**src/rtl/kf6845_vram_pkg.sv**
```systemverilog
// Shared types and helpers for the KF6845 video RAM arbiter.
// Holds the FSM encoding, slot timing constants and the fetch address builder.
package kf6845_vram_pkg;

  localparam int VRAM_AW       = 14;
  localparam int MIN_CHAR_CLKS = 6;
  localparam int FETCH_CLKS    = 3;
  localparam int CPU_CLKS      = 2;

  typedef enum logic [2:0] {
    IDLE,
    F_CHAR,
    F_ATTR,
    F_CAP,
    C_ISSUE,
    C_DONE
  } arb_state_t;

  // Graphics mode interleaves two RA-selected banks; text mode packs MA straight in.
  // Dropping the top bit of {MA, byte} gives the mod 2^VRAM_AW wrap.
  function automatic logic [VRAM_AW-1:0] fetch_addr(
    input logic [12:0] ma,
    input logic        ra0,
    input logic        gfx,
    input logic        attr_byte
  );
    return gfx ? {ra0, ma[11:0], attr_byte} : {ma, attr_byte};
  endfunction

endpackage

```
**src/rtl/kf6845_fetch_buffer.sv**
```systemverilog
// Double buffer for one character/attribute pair: back fills during a slot, front feeds pixels.
// Latency: swap visible the cycle after the strobe; no backpressure, loads are unconditional.
// Blank forces the back pair to zero for slots where nothing is displayed.
module kf6845_fetch_buffer (
  input  logic       clock,
  input  logic       reset,
  input  logic       swap,
  input  logic       blank,
  input  logic       load_char,
  input  logic       load_attr,
  input  logic [7:0] rdata,
  output logic [7:0] char_code,
  output logic [7:0] char_attr
);

  logic [7:0] back_char;
  logic [7:0] back_attr;

  always_ff @(posedge clock) begin
    if (reset) begin
      back_char <= '0;
      back_attr <= '0;
      char_code <= '0;
      char_attr <= '0;
    end else begin
      if (swap) begin
        char_code <= back_char;
        char_attr <= back_attr;
      end
      if (blank) begin
        back_char <= '0;
        back_attr <= '0;
      end else begin
        if (load_char) back_char <= rdata;
        if (load_attr) back_attr <= rdata;
      end
    end
  end

endmodule

```
**src/rtl/kf6845_vram_arbiter.sv**
```systemverilog
// Shares one synchronous VRAM between CRTC refresh fetches and a CPU port.
// Latency: fetch 3 cycles, CPU access 2 cycles (ack in C_DONE).
// Backpressure: refresh has priority; cpu_req is held until cpu_ack.
module kf6845_vram_arbiter
  import kf6845_vram_pkg::*;
(
  input  logic               clock,
  input  logic               reset,
  input  logic               video_clock_enable,
  input  logic               DE,
  input  logic [13:0]        MA,
  input  logic [4:0]         RA,
  input  logic               graphics_mode,
  input  logic               cpu_req,
  input  logic               cpu_we,
  input  logic [VRAM_AW-1:0] cpu_addr,
  input  logic [7:0]         cpu_wdata,
  output logic               cpu_ack,
  output logic [7:0]         cpu_rdata,
  output logic [VRAM_AW-1:0] vram_addr,
  output logic               vram_we,
  output logic [7:0]         vram_wdata,
  input  logic [7:0]         vram_rdata,
  output logic [7:0]         char_code,
  output logic [7:0]         char_attr
);

  arb_state_t         state, state_nxt;
  logic               fetch_pend;
  logic               slot_overrun;
  logic [12:0]        ma_q;
  logic               ra0_q;
  logic               gfx_q;
  logic               we_q;
  logic [VRAM_AW-1:0] addr_q;
  logic [7:0]         rdata_q;
  logic               slot_start;
  logic               fetch_start;
  logic               unused_crtc_bits;

  assign unused_crtc_bits = ^{MA[13], RA[4:1]};

  // A strobe while the previous fetch is still pending is dropped entirely.
  assign slot_start  = video_clock_enable && !fetch_pend;
  assign fetch_start = slot_start && DE;

  always_ff @(posedge clock) begin
    if (reset) begin
      state        <= IDLE;
      fetch_pend   <= 1'b0;
      slot_overrun <= 1'b0;
      ma_q         <= '0;
      ra0_q        <= 1'b0;
      gfx_q        <= 1'b0;
      we_q         <= 1'b0;
      addr_q       <= '0;
      rdata_q      <= '0;
    end else begin
      state  <= state_nxt;
      addr_q <= vram_addr;
      if (fetch_start) begin
        fetch_pend <= 1'b1;
        ma_q       <= MA[12:0];
        ra0_q      <= RA[0];
        gfx_q      <= graphics_mode;
      end else if (state == F_CAP) begin
        fetch_pend <= 1'b0;
      end
      if (video_clock_enable && fetch_pend) slot_overrun <= 1'b1;
      if (state == C_ISSUE) we_q <= cpu_we;
      if (state == C_DONE && !we_q) rdata_q <= vram_rdata;
    end
  end

  // fetch_start is checked alongside fetch_pend so a same-cycle cpu_req loses the tie.
  always_comb begin
    state_nxt  = state;
    vram_addr  = addr_q;
    vram_we    = 1'b0;
    vram_wdata = '0;
    cpu_ack    = 1'b0;
    case (state)
      IDLE: begin
        if (fetch_pend || fetch_start) state_nxt = F_CHAR;
        else if (cpu_req)              state_nxt = C_ISSUE;
      end
      F_CHAR: begin
        vram_addr = fetch_addr(ma_q, ra0_q, gfx_q, 1'b0);
        state_nxt = F_ATTR;
      end
      F_ATTR: begin
        vram_addr = fetch_addr(ma_q, ra0_q, gfx_q, 1'b1);
        state_nxt = F_CAP;
      end
      F_CAP: state_nxt = IDLE;
      C_ISSUE: begin
        vram_addr  = cpu_addr;
        vram_we    = cpu_we;
        vram_wdata = cpu_wdata;
        state_nxt  = C_DONE;
      end
      C_DONE: begin
        cpu_ack   = 1'b1;
        state_nxt = IDLE;
      end
      default: state_nxt = IDLE;
    endcase
  end

  assign cpu_rdata = (state == C_DONE && !we_q) ? vram_rdata : rdata_q;

  kf6845_fetch_buffer u_fetch_buffer (
    .clock     (clock),
    .reset     (reset),
    .swap      (slot_start),
    .blank     (slot_start && !DE),
    .load_char (state == F_ATTR),
    .load_attr (state == F_CAP),
    .rdata     (vram_rdata),
    .char_code (char_code),
    .char_attr (char_attr)
  );

  a_no_slot_overrun: assert property (@(posedge clock) disable iff (reset) !slot_overrun);

endmodule

```
**config.mk**
```make
export PLATFORM = sky130hd
export DESIGN_NAME = kf6845_vram_arbiter
export DESIGN_NICKNAME = d
export VERILOG_FILES = /design/src/rtl/kf6845_vram_pkg.sv /design/src/rtl/kf6845_fetch_buffer.sv /design/src/rtl/kf6845_vram_arbiter.sv
export SDC_FILE = /design/constraint.sdc
export NUM_CORES = 1
export LEC_CHECK = 0
export CAP_MARGIN = 5
export CELL_PAD_IN_SITES_DETAIL_PLACEMENT = 0
export CELL_PAD_IN_SITES_GLOBAL_PLACEMENT = 2
export CORE_ASPECT_RATIO = 1.75
export CORE_MARGIN = 4
export CORE_UTILIZATION = 27
export CTS_CLUSTER_SIZE = 10
export DETAILED_ROUTE_END_ITERATION = 16
export PLACE_DENSITY_LB_ADDON = 0.1
export SKIP_CTS_REPAIR_TIMING = 1
export SYNTH_ARGS = -nofsm -noshare
export SYNTH_HDL_FRONTEND = slang
export SYNTH_SLANG_ARGS = --single-unit
export TNS_END_PERCENT = 30
```
**constraint.sdc**
```tcl
create_clock -name clock -period 2.4 [get_ports clock]
set_input_delay 0.72 -clock clock [delete_from_list [all_inputs] [get_ports clock]]
set_output_delay 0.72 -clock clock [all_outputs]
set_load 0.01 [all_outputs]
```
==> metrics.md <==
| Metric | Value |
|---|---|
| Outcome | `finished, violations left` |
| Failing checks | `setup timing` |
| Post-route cell area | `5280 um^2` |
| Top cells by area, synth | `dfxtp_1, nand2_1, a21oi_1` |
| Number of I/O pins | `104` |
| Fraction of layout cells with a size suffix above 1 | `about 29%` |
| GPL Wtd Cong | `slightly above 0.7` |
| Worst clock skew | `5.39 ps` |
| Maximum clock rate | `between 0.3 and 0.4 GHz` |
| DP Worst Slack | `-359 ps` |
| Clock Pin Slew Worst Setup and Hold Paths | `60 ps` |
| Critical path data required time | `approximately 1700 ps` |
| Synth warn | `0` |
| DRC Markers | `0` |
| H-tree levels | `3` |
| Post-synthesis register bit count | `74` |
| Vias/cell | `4.40` |
| Seq pwr share | `between 30% and 40%` |
| Most frequent cells in the layout | `dfxtp_1, clkdlybuf4s50_1, nand2_1` |
| Static leakage | `2.27 nW` |
| Internal Power | `0.00299 W` |
| Clk_lat worst skew | `approximately 330 ps` |
| Power Dens Cells | `800 nW/um^2` |
| CP Max Fanout | `6` |
| Cells after DPL | `~640` |
| Area of the multi-input gates | `1720 um^2` |
| I/O Buffers | `98` |
| Final hold vios | `0` |
| Critical path startpoint | `state[2]` |
| Initial antenna violation count | `0` |
| Initial Util | `27.4%` |
| Post-Syn Area | `around 3300 um^2` |
| CTS Buf Count | `9` |
| Clock root cell | `clkbuf_16` |
| RSZ-0062 raised after global routing | `yes` |
| Fin util | `43.9%` |
| FP Rows | `between 50 and 60` |
| Tmin final | `2570 ps` |
| Max Cap Viol | `0` |
| Synth cell types | `40` |
| Clk buf depth | `2` |
| Sequential element share of the synthesized area | `45.0%` |
| Crit share post-route | `107%` |
| Slew headroom | `53.8%` |
| First-pass GRT wire length | `~15 mm` |
| Most common cell after layout, fill and taps aside | `dfxtp_1` |
| GR Util All Layers | `13.7%` |
| Hold crit path type | `flop to flop` |
| Crit. End Element | `output pin` |
| First-pass DRT Iterations | `4` |
| Total gr overflow | `0` |
| Fin cells | `roughly 660` |
| Area grow syn2layout | `60.1%` |
| Worst slew pin tran | `692 ps` |
| Post-synthesis cell count | `about 350` |
| N_diodes | `0` |
| Die area | `14100 um^2` |
| Drt wl/cell | `14.4 um` |
| NumNets Final | `549` |
| DR vias | `2918` |
| Filler instances | `between 1000 and 1500` |
| Register area | `around 1500 um^2` |
| Clock share of power | `approximately a third` |
| Worst vdd ir | `~0.36 mV` |
| Total wire length | `roughly 9.6 mm` |
| Setup ws final | `-168 ps` |
| Placed cell area | `approximately 4800 um^2` |
| Origin of the critical flop-to-flop path | `state[2]` |
| Pins Over Slew Limit | `0` |
| Power, Total | `between 0.004 and 0.005 W` |
| Worst Path Arrival | `between 1500 and 2000 ps` |
| Syn_area_per_cell | `slightly above 9 um^2` |
| Largest area contributor in the netlist | `dfxtp_1` |
| Critical path type | `flop to output pin` |
| Hold Crit Start | `u_fetch_buffer.back_attr[6]` |
| DP Wirelength | `approximately 7.0 mm` |
| Clock Sinks | `74` |
| Final setup viols | `6` |
| Sw Ratio | `about 29%` |
| Core box area | `roughly 12000 um^2` |
| CP Launch Type | `flop` |
| Pin count of the biggest net entering global routing | `30` |
| Post-synth top area share | `45.0%` |
| Die Wd | `about 92 um` |
| Post-DRT Antenna Nets | `0` |
| Initial drt markers | `70` |
| Die height | `between 150 and 200 um` |
| Vias in the first global route | `3011` |
| Comb pwr share | `32.2%` |
| CTS tree | `yes` |
| P_sw | `0.00123 W` |
| Syn_nets | `about 410` |
-- worst max-delay path, cell delays in order, from the launching register on --
cell,delay [ps]
dfxtp_4,370
nor4bb_4,300
buf_6,170
buf_6,100
buf_6,90
buf_6,80
mux2_4,300
buf_6,120
-- cell families after synthesis --
kind of cell	after synthesis	synth area share [%]
buf+inv	45	6.46
simple gates	117	16.2
xor+xnor	1	0.494
fa+ha+maj	2	0.646
flops	74	45.0
mux	25	7.90
compound gates	89	23.4
-- power by group through the flow --
stage	sequential, W	clock [W]	combinational [W]
after global routing	0.00141	0.00156	0.00147
after global placement	0.00142	0	0.00139
after CTS	0.00139	0.00151	0.00141
after floorplan	0.00140	0	0.000719
after detailed placement	0.00142	0	0.00141
final	0.00140	0.00146	0.00136
-- registers in the layout, indices dropped and copies added (netlist names) --
signal                    count
we_q                          1
fetch_pend                    1
ra0_q                         1
u_fetch_buffer.back_attr      8
ma_q                         13
u_fetch_buffer.back_char      8
rdata_q                       8
addr_q                       14
state                         3
u_fetch_buffer.char_attr      8
u_fetch_buffer.char_code      8
gfx_q                         1
-- per-layer routing --
metal / global-route usage, % / part of all wire, % / up-vias
met3: 3.13 / 4.2 / 5
li1: - / - / 1495
met4: 5.18 / 1.1 / 0
met5: 0 / 0 / -
met2: 25.9 / 56 / 56
met1: 14.4 / 39 / 1362
-- path summary, 6_finish.rpt --
check	to	slack, ps	depth (start not counted)
worst min register to register	u_fetch_buffer.char_attr[6]	450	2
worst min-delay path	u_fetch_buffer.char_attr[6]	450	2
worst max-delay path	cpu_rdata[5]	-170	7
worst max register to register	rdata_q[5]	750	7
-- metrics by stage --
| stage | hold WS (ps) | TNS, ps |
|---|---|---|
| 6_report | 449 | -520 |
| 4_1_cts | 452 | -13930 |
| 3_3_place_gp | 444 | -7510 |
| 3_5_place_dp | 447 | -7390 |
| 5_1_grt | 464 | -1560 |
| 2_1_floorplan | 431 | 0 |
-- cell usage after synthesis --
cell        n
a2111oi_0   1
a211oi_1    3
a211oi_2   10
a21oi_1    47
a31oi_1     1
and3_1      9
and3b_1     1
buf_1       2
buf_2      11
buf_4       2
buf_6       3
clkbuf_1   11
dfxtp_1    74
inv_1      16
maj3_1      1
maj3_2      1
mux2_2      8
mux2i_1    17
nand2_1    64
nand2b_1    1
nand3_1     3
nand3b_1    2
nand4b_1    1
nor2_1     19
nor2b_1     9
nor3_1      2
nor3b_1     1
nor4_1      1
nor4bb_1    1
o21ai_0     1
o21bai_2    1
o22ai_1    12
o22ai_2     1
o2bb2ai_1   2
o2bb2ai_2   2
o2bb2ai_4   8
or2_2       1
or3_1       1
or3b_1      1
xnor2_2     1
-- cell type report --
type | instances | area share (%)
Tap cell | 165 | 3.91
Inverter | 16 | 1.14
Timing Repair Buffer | 158 | 27.9
Sequential cell | 74 | 28.3
Multi-Input combinational cell | 234 | 32.5
Clock buffer | 10 | 4.53
Clock inverter | 6 | 1.71
Note: power is estimated with default switching activity, not from simulation.
